==> src/rtl/lsu_load_port_arbiter.sv <==
// Two-requester load-port arbiter in front of a single LSU request port.
// Round-robin grant with zero-latency issue from IDLE, owner held until the
// LSU completes or the transaction is killed/flushed; killed transactions
// wait in DRAIN until the LSU signals ready. A saturating busy counter
// raises a sticky timeout error when a transaction lingers too long.
module lsu_load_port_arbiter #(
    parameter int unsigned REQ_W   = 32'd160,
    parameter int unsigned RESP_W  = 32'd72,
    parameter int unsigned TIMEOUT = 32'd255
) (
    input  logic              clk,
    input  logic              rst,
    input  logic              Flush,
    input  logic [1:0]        ReqValid,
    input  logic [1:0]        ReqKilled,
    input  logic [REQ_W-1:0]  ReqPayload0,
    input  logic [REQ_W-1:0]  ReqPayload1,
    output logic              LSUreqValid,
    output logic              LSUreqKilled,
    output logic [REQ_W-1:0]  LSUreqPayload,
    input  logic              LSUrespReady,
    input  logic              LSUrespDone,
    input  logic [RESP_W-1:0] LSUrespPayload,
    output logic [1:0]        RespReady,
    output logic [1:0]        RespDone,
    output logic [RESP_W-1:0] RespPayload,
    output logic              Owner,
    output logic              GrantBusy,
    output logic              ErrTimeout
);

    localparam logic [7:0] TIMEOUT_C = 8'(TIMEOUT);

    typedef enum logic [1:0] {
        S_IDLE  = 2'd0,
        S_BUSY  = 2'd1,
        S_DRAIN = 2'd2
    } state_t;

    state_t     r_state;
    state_t     w_state_nxt;
    logic       r_owner;
    logic       r_ptr;
    logic [7:0] r_busy_cnt;
    logic       r_err;

    logic [1:0] w_elig;
    logic       w_win_valid;
    logic       w_winner;
    logic [1:0] w_own_sel;
    logic       w_kill;
    logic       w_done;

    // Request qualification, round-robin winner and owner-side completion/kill decode.
    always_comb begin
        w_elig      = ReqValid & ~ReqKilled & {2{~Flush}};
        w_win_valid = |w_elig;
        if (w_elig[r_ptr]) begin
            w_winner = r_ptr;
        end else begin
            w_winner = ~r_ptr;
        end
        w_own_sel = {r_owner, ~r_owner};
        w_kill    = ReqKilled[r_owner] | Flush;
        w_done    = LSUrespDone & ReqValid[r_owner] & ~w_kill;
    end

    // State register.
    always_ff @(posedge clk or negedge rst) begin
        if (!rst) begin
            r_state <= S_IDLE;
        end else begin
            r_state <= w_state_nxt;
        end
    end

    // Next-state logic: kill beats done; a kill seen together with LSU ready skips DRAIN.
    always_comb begin
        w_state_nxt = r_state;
        case (r_state)
            S_IDLE: begin
                if (w_win_valid) begin
                    w_state_nxt = S_BUSY;
                end else begin
                    w_state_nxt = S_IDLE;
                end
            end
            S_BUSY: begin
                if (w_kill) begin
                    if (LSUrespReady) begin
                        w_state_nxt = S_IDLE;
                    end else begin
                        w_state_nxt = S_DRAIN;
                    end
                end else if (w_done) begin
                    w_state_nxt = S_IDLE;
                end else begin
                    w_state_nxt = S_BUSY;
                end
            end
            S_DRAIN: begin
                if (LSUrespReady) begin
                    w_state_nxt = S_IDLE;
                end else begin
                    w_state_nxt = S_DRAIN;
                end
            end
            default: w_state_nxt = S_IDLE;
        endcase
    end

    // Owner capture on grant and pointer hand-off to the other requester when a transaction ends.
    always_ff @(posedge clk or negedge rst) begin
        if (!rst) begin
            r_owner <= 1'b0;
            r_ptr   <= 1'b0;
        end else begin
            case (r_state)
                S_IDLE: begin
                    if (w_win_valid) begin
                        r_owner <= w_winner;
                    end
                end
                S_BUSY: begin
                    if (w_kill || w_done) begin
                        r_ptr <= ~r_owner;
                    end
                end
                default: begin
                    r_owner <= r_owner;
                    r_ptr   <= r_ptr;
                end
            endcase
        end
    end

    // Busy-cycle counter: cleared on grant, counts BUSY/DRAIN cycles, saturates at all-ones.
    always_ff @(posedge clk or negedge rst) begin
        if (!rst) begin
            r_busy_cnt <= 8'd0;
        end else if ((r_state == S_IDLE) && w_win_valid) begin
            r_busy_cnt <= 8'd0;
        end else if ((r_state != S_IDLE) && (r_busy_cnt != 8'hFF)) begin
            r_busy_cnt <= r_busy_cnt + 8'd1;
        end
    end

    // Sticky timeout flag; only reset clears it.
    always_ff @(posedge clk or negedge rst) begin
        if (!rst) begin
            r_err <= 1'b0;
        end else if (r_busy_cnt == TIMEOUT_C) begin
            r_err <= 1'b1;
        end
    end

    // Output decode; every output is forced low while reset is asserted.
    always_comb begin
        LSUreqValid   = 1'b0;
        LSUreqKilled  = 1'b0;
        LSUreqPayload = {REQ_W{1'b0}};
        RespReady     = 2'b00;
        RespDone      = 2'b00;
        RespPayload   = {RESP_W{1'b0}};
        Owner         = 1'b0;
        GrantBusy     = 1'b0;
        ErrTimeout    = 1'b0;
        if (!rst) begin
            LSUreqValid = 1'b0;
        end else begin
            RespPayload = LSUrespPayload;
            Owner       = r_owner;
            GrantBusy   = (r_state != S_IDLE);
            ErrTimeout  = r_err;
            RespReady   = ({2{GrantBusy & LSUrespReady}} & w_own_sel) | ReqKilled | {2{Flush}};
            case (r_state)
                S_IDLE: begin
                    LSUreqValid = w_win_valid;
                    if (!w_win_valid) begin
                        LSUreqPayload = {REQ_W{1'b0}};
                    end else if (w_winner) begin
                        LSUreqPayload = ReqPayload1;
                    end else begin
                        LSUreqPayload = ReqPayload0;
                    end
                end
                S_BUSY: begin
                    LSUreqValid  = ReqValid[r_owner];
                    LSUreqKilled = w_kill;
                    if (r_owner) begin
                        LSUreqPayload = ReqPayload1;
                    end else begin
                        LSUreqPayload = ReqPayload0;
                    end
                    RespDone = w_own_sel & {2{w_done}};
                end
                S_DRAIN: begin
                    LSUreqValid  = 1'b0;
                    LSUreqKilled = 1'b1;
                end
                default: begin
                    LSUreqValid  = 1'b0;
                    LSUreqKilled = 1'b0;
                end
            endcase
        end
    end

endmodule

==> config.mk <==
export PLATFORM = sky130hd
export DESIGN_NAME = lsu_load_port_arbiter
export DESIGN_NICKNAME = d
export VERILOG_FILES = /design/src/rtl/lsu_load_port_arbiter.sv
export SDC_FILE = /design/constraint.sdc
export NUM_CORES = 1
export LEC_CHECK = 0
export CORE_AREA = 3 3 247 249
export CTS_CLUSTER_SIZE = 30
export DETAILED_ROUTE_END_ITERATION = 10
export DIE_AREA = 0 0 250 252
export PLACE_DENSITY = 0.47
export SLEW_MARGIN = 5
export SYNTH_ARGS = -nofsm -noshare
export SYNTH_HDL_FRONTEND = slang
export SYNTH_SLANG_ARGS = --single-unit
==> constraint.sdc <==
create_clock -name clk -period 2.5 [get_ports clk]
set_input_delay 0.5 -clock clk [delete_from_list [all_inputs] [get_ports clk]]
set_output_delay 0.5 -clock clk [all_outputs]
set_load 0.02 [all_outputs]
==> results.toml <==
[routing]
wl_per_cell_um = 19.3
first_iter_violations = 246
routed_via_density = 4.10
top_layer_used = "met5"
wl_met3_um = 3850
drtPass1Iterations = 4
routed_wl_um = 42700
drc = 0
wl_met1_um = 15900
num_vias = 9065
wl_met2_um = 21200
drt.antenna.violating_nets = 0

[timing]
worst_pin_slew_ns = 0.320
fin_tns_setup_ns = -3.52
period_needed_ns = 2.59
layout_worst_path_cycle_share_pct = 104
slew_violations = 0
max-slew-margin-rel_pct = 78.0
rsz0062_at_grt = "true"
setup_ws_ns = -0.0879
holdWs_ns = 0.259
skew_ns = 0.00119
finalSetupViolCount = 105
timing.fmax_mhz = 386
hold_viol = 0

[clock_network]
clock_path_buffers = 2
holdBufCountCts = 0
cts_tree = "built"
clkTransAtPathRegs_ns = 0.04
clock_sinks = 13
numCtsBuffers = 3
cts_root_buf = "clkbuf_16"
clk_latency_ns = 0.24
htreeDepth = 1

[global_route]
grt_pass1_vias = 9261
grt_max_degree = 48
grt_pass1_wl_um = 58400
overflow = 0
grt_util_all_layers_pct = 11.9
antenna_found_initial = 10

[critical_path]
crit_chain = "inv_2 > ha_4 > nor2b_4 > o21a_1 > nand2_4 > buf_12 > buf_12 > buf_12 > o22ai_2 > buf_6"
worstPathArrival_ns = 2.09
slowest_stage = "dfrtp_1"
r2r-end = "r_ptr"
critPathKind = "flip-flop to output pin"
end_kind = "output pin"
r2r_cells = 6
crit_path_start_kind = "flip-flop"
critPathLaunch = "r_state[0]"
crit_path_max_fanout = 10
r2r_setup_slack_ns = 0.49
critPathMaxStageDelay_ns = 0.39
cp.required_ns = 2.00
endpoint = "LSUreqPayload[124]"
cpMostUsedCell = "buf_12"
rr_startpoint = "r_owner"

[floorplanning]
io_pins = 642
core_mm2 = 0.0589
dieArea_mm2 = 0.0630
die_y_um = 252
std_cell_rows = 89
start_util_pct = 10.0
die_x_um = 250

[status]
violations = "negative setup slack"
status = "complete, but fails checks"

[finish]
nets = 1843
drive_gt1_share_pct = 34.7
n_fill_cell = 6268
stdcell_count = 2213
layout_commonest_cell = "clkdlybuf4s50_1"
layout_common_cells = "clkdlybuf4s50_1 (469), mux2i_1 (288), buf_6 (149)"
area_growth_pct = 178

[yosys]
yosysSeqAreaShare_pct = 5.51
syn-cell-area_mm2 = 0.00590
synth_warnings = 0
synth_cell_types = 38
avgSynthCellArea_um2 = 8.17
syn-instance-count = 722
syn_nets = 1128
ys_ff_latch = 13

[place]
io_buffers = 641
place_congestion = 0.818
hpwl_um = 32600
placedCellCount = 2173

[power_and_ir_drop]
power.density_mw_per_mm2 = 602
leakagePower_nw = 6.52
vdd_drop_max_v = 0.000340

[job]
maxCapViolCount = 0

[hold_path]
hold_path.class = "input pin to asynchronous set/reset pin"
[worst max-delay path: cells and delay by family (launching register included)]
kind	cells	cell delay [ns]
buffers and inverters	5	0.69
AO/OA/AOI/OAI	2	0.37
flip-flops	1	0.39
AND/OR/NAND/NOR	2	0.23
adder cells (fa/ha/maj)	1	0.15
[power by group]
group / total (mW) / switching [mW] / internal, mW
Clock: 0.305 / 0.0899 / 0.215
Sequential: 0.310 / 0.0493 / 0.261
Combinational: 9.26 / 4.26 / 4.99
Total: 9.87 / 4.40 / 5.47
[metal layers]
layer | vias to the layer above | global-route usage, %
li1 | 4266 | -
met1 | 4278 | 13.2
met2 | 446 | 21.4
met3 | 71 | 3.66
met4 | 4 | 4.05
met5 | - | 0
[Yosys cell counts (all sizes together)]
cell / instances / area share, %
a211o: 1 / 0.15
a211oi: 3 / 0.38
a21bo: 1 / 0.17
a21boi: 1 / 0.13
a21oi: 3 / 0.25
a31oi: 1 / 0.11
and2: 74 / 7.8
and3: 1 / 0.11
and4: 2 / 0.30
and4b: 1 / 0.17
buf: 39 / 4.5
clkbuf: 41 / 2.6
dfrtp: 13 / 5.5
ha: 5 / 1.1
inv: 5 / 0.32
mux2: 2 / 0.38
mux2i: 322 / 55
nand2: 13 / 0.83
nand2b: 1 / 0.11
nand3: 3 / 0.25
nor2: 4 / 0.25
nor2b: 5 / 0.53
nor3: 2 / 0.17
nor3b: 3 / 0.38
nor4: 3 / 0.32
o211ai: 1 / 0.13
o21a: 1 / 0.13
o21ai: 3 / 0.25
o22ai: 161 / 17
o31a: 2 / 0.30
o31ai: 1 / 0.13
o32ai: 1 / 0.15
or2: 1 / 0.11
xnor2: 2 / 0.30
[what timing repair did]
| action | 4_1_cts | 5_1_grt |
|---|---|---|
| pin swaps | 14 | 20 |
| resized for setup | 859 | 381 |
| setup endpoints to repair | 164 | 217 |
| buffers inserted | 20 | 16 |
| gates cloned | 9 | 5 |
[flip-flops by register name (all words and copies together) (netlist names)]
name and count:
r_ptr 1, r_err 1, r_busy_cnt 8, r_state 2
r_owner 1
[per-stage QoR]
stage          cell area [um^2]  power (mW)  util [%]  setup WS, ns
2_1_floorplan              5900        4.39         -        0.0824
3_3_place_gp              14100        7.19      23.9        -0.960
3_5_place_dp              14100        7.24      23.9        -0.960
4_1_cts                   14700        8.66      24.9        -0.198
5_1_grt                   16400        10.4      27.8        -0.185
6_report                  16400        9.87      27.8       -0.0879
[worst min-delay path by stage]
stage | depth (start not counted) | slack, ns | to | startpoint
3_3_place_gp | 1 | 0.48 | r_err | r_err
3_5_place_dp | 1 | 0.46 | r_err | r_err
5_1_grt | 2 | 0.27 | r_owner | rst
2_1_floorplan | 0 | 0.20 | r_busy_cnt[0] | rst
6_report | 2 | 0.26 | r_owner | rst
4_1_cts | 2 | 0.24 | r_owner | rst
[cell families after synthesis]
family          after synthesis  share of synthesized area [%]
xor+xnor                      2                          0.297
mux                         324                           55.0
flops                        13                           5.51
buf+inv                      85                           7.44
simple gates                113                           11.4
compound gates              180                           19.3
fa+ha+maj                     5                           1.06
[area by class of cell]
cell class	count	area (um^2)	share of cell area [%]
flip-flops and latches	13	329	2.01
multi-input cells	624	6640	40.5
repair buffers	790	8360	50.9
diodes	4	10.0	0.0610
clock buffers	4	78.8	0.481
inverters	5	18.8	0.114
well taps	773	967	5.90
No activity file was read; power rests on OpenSTA's default activity.
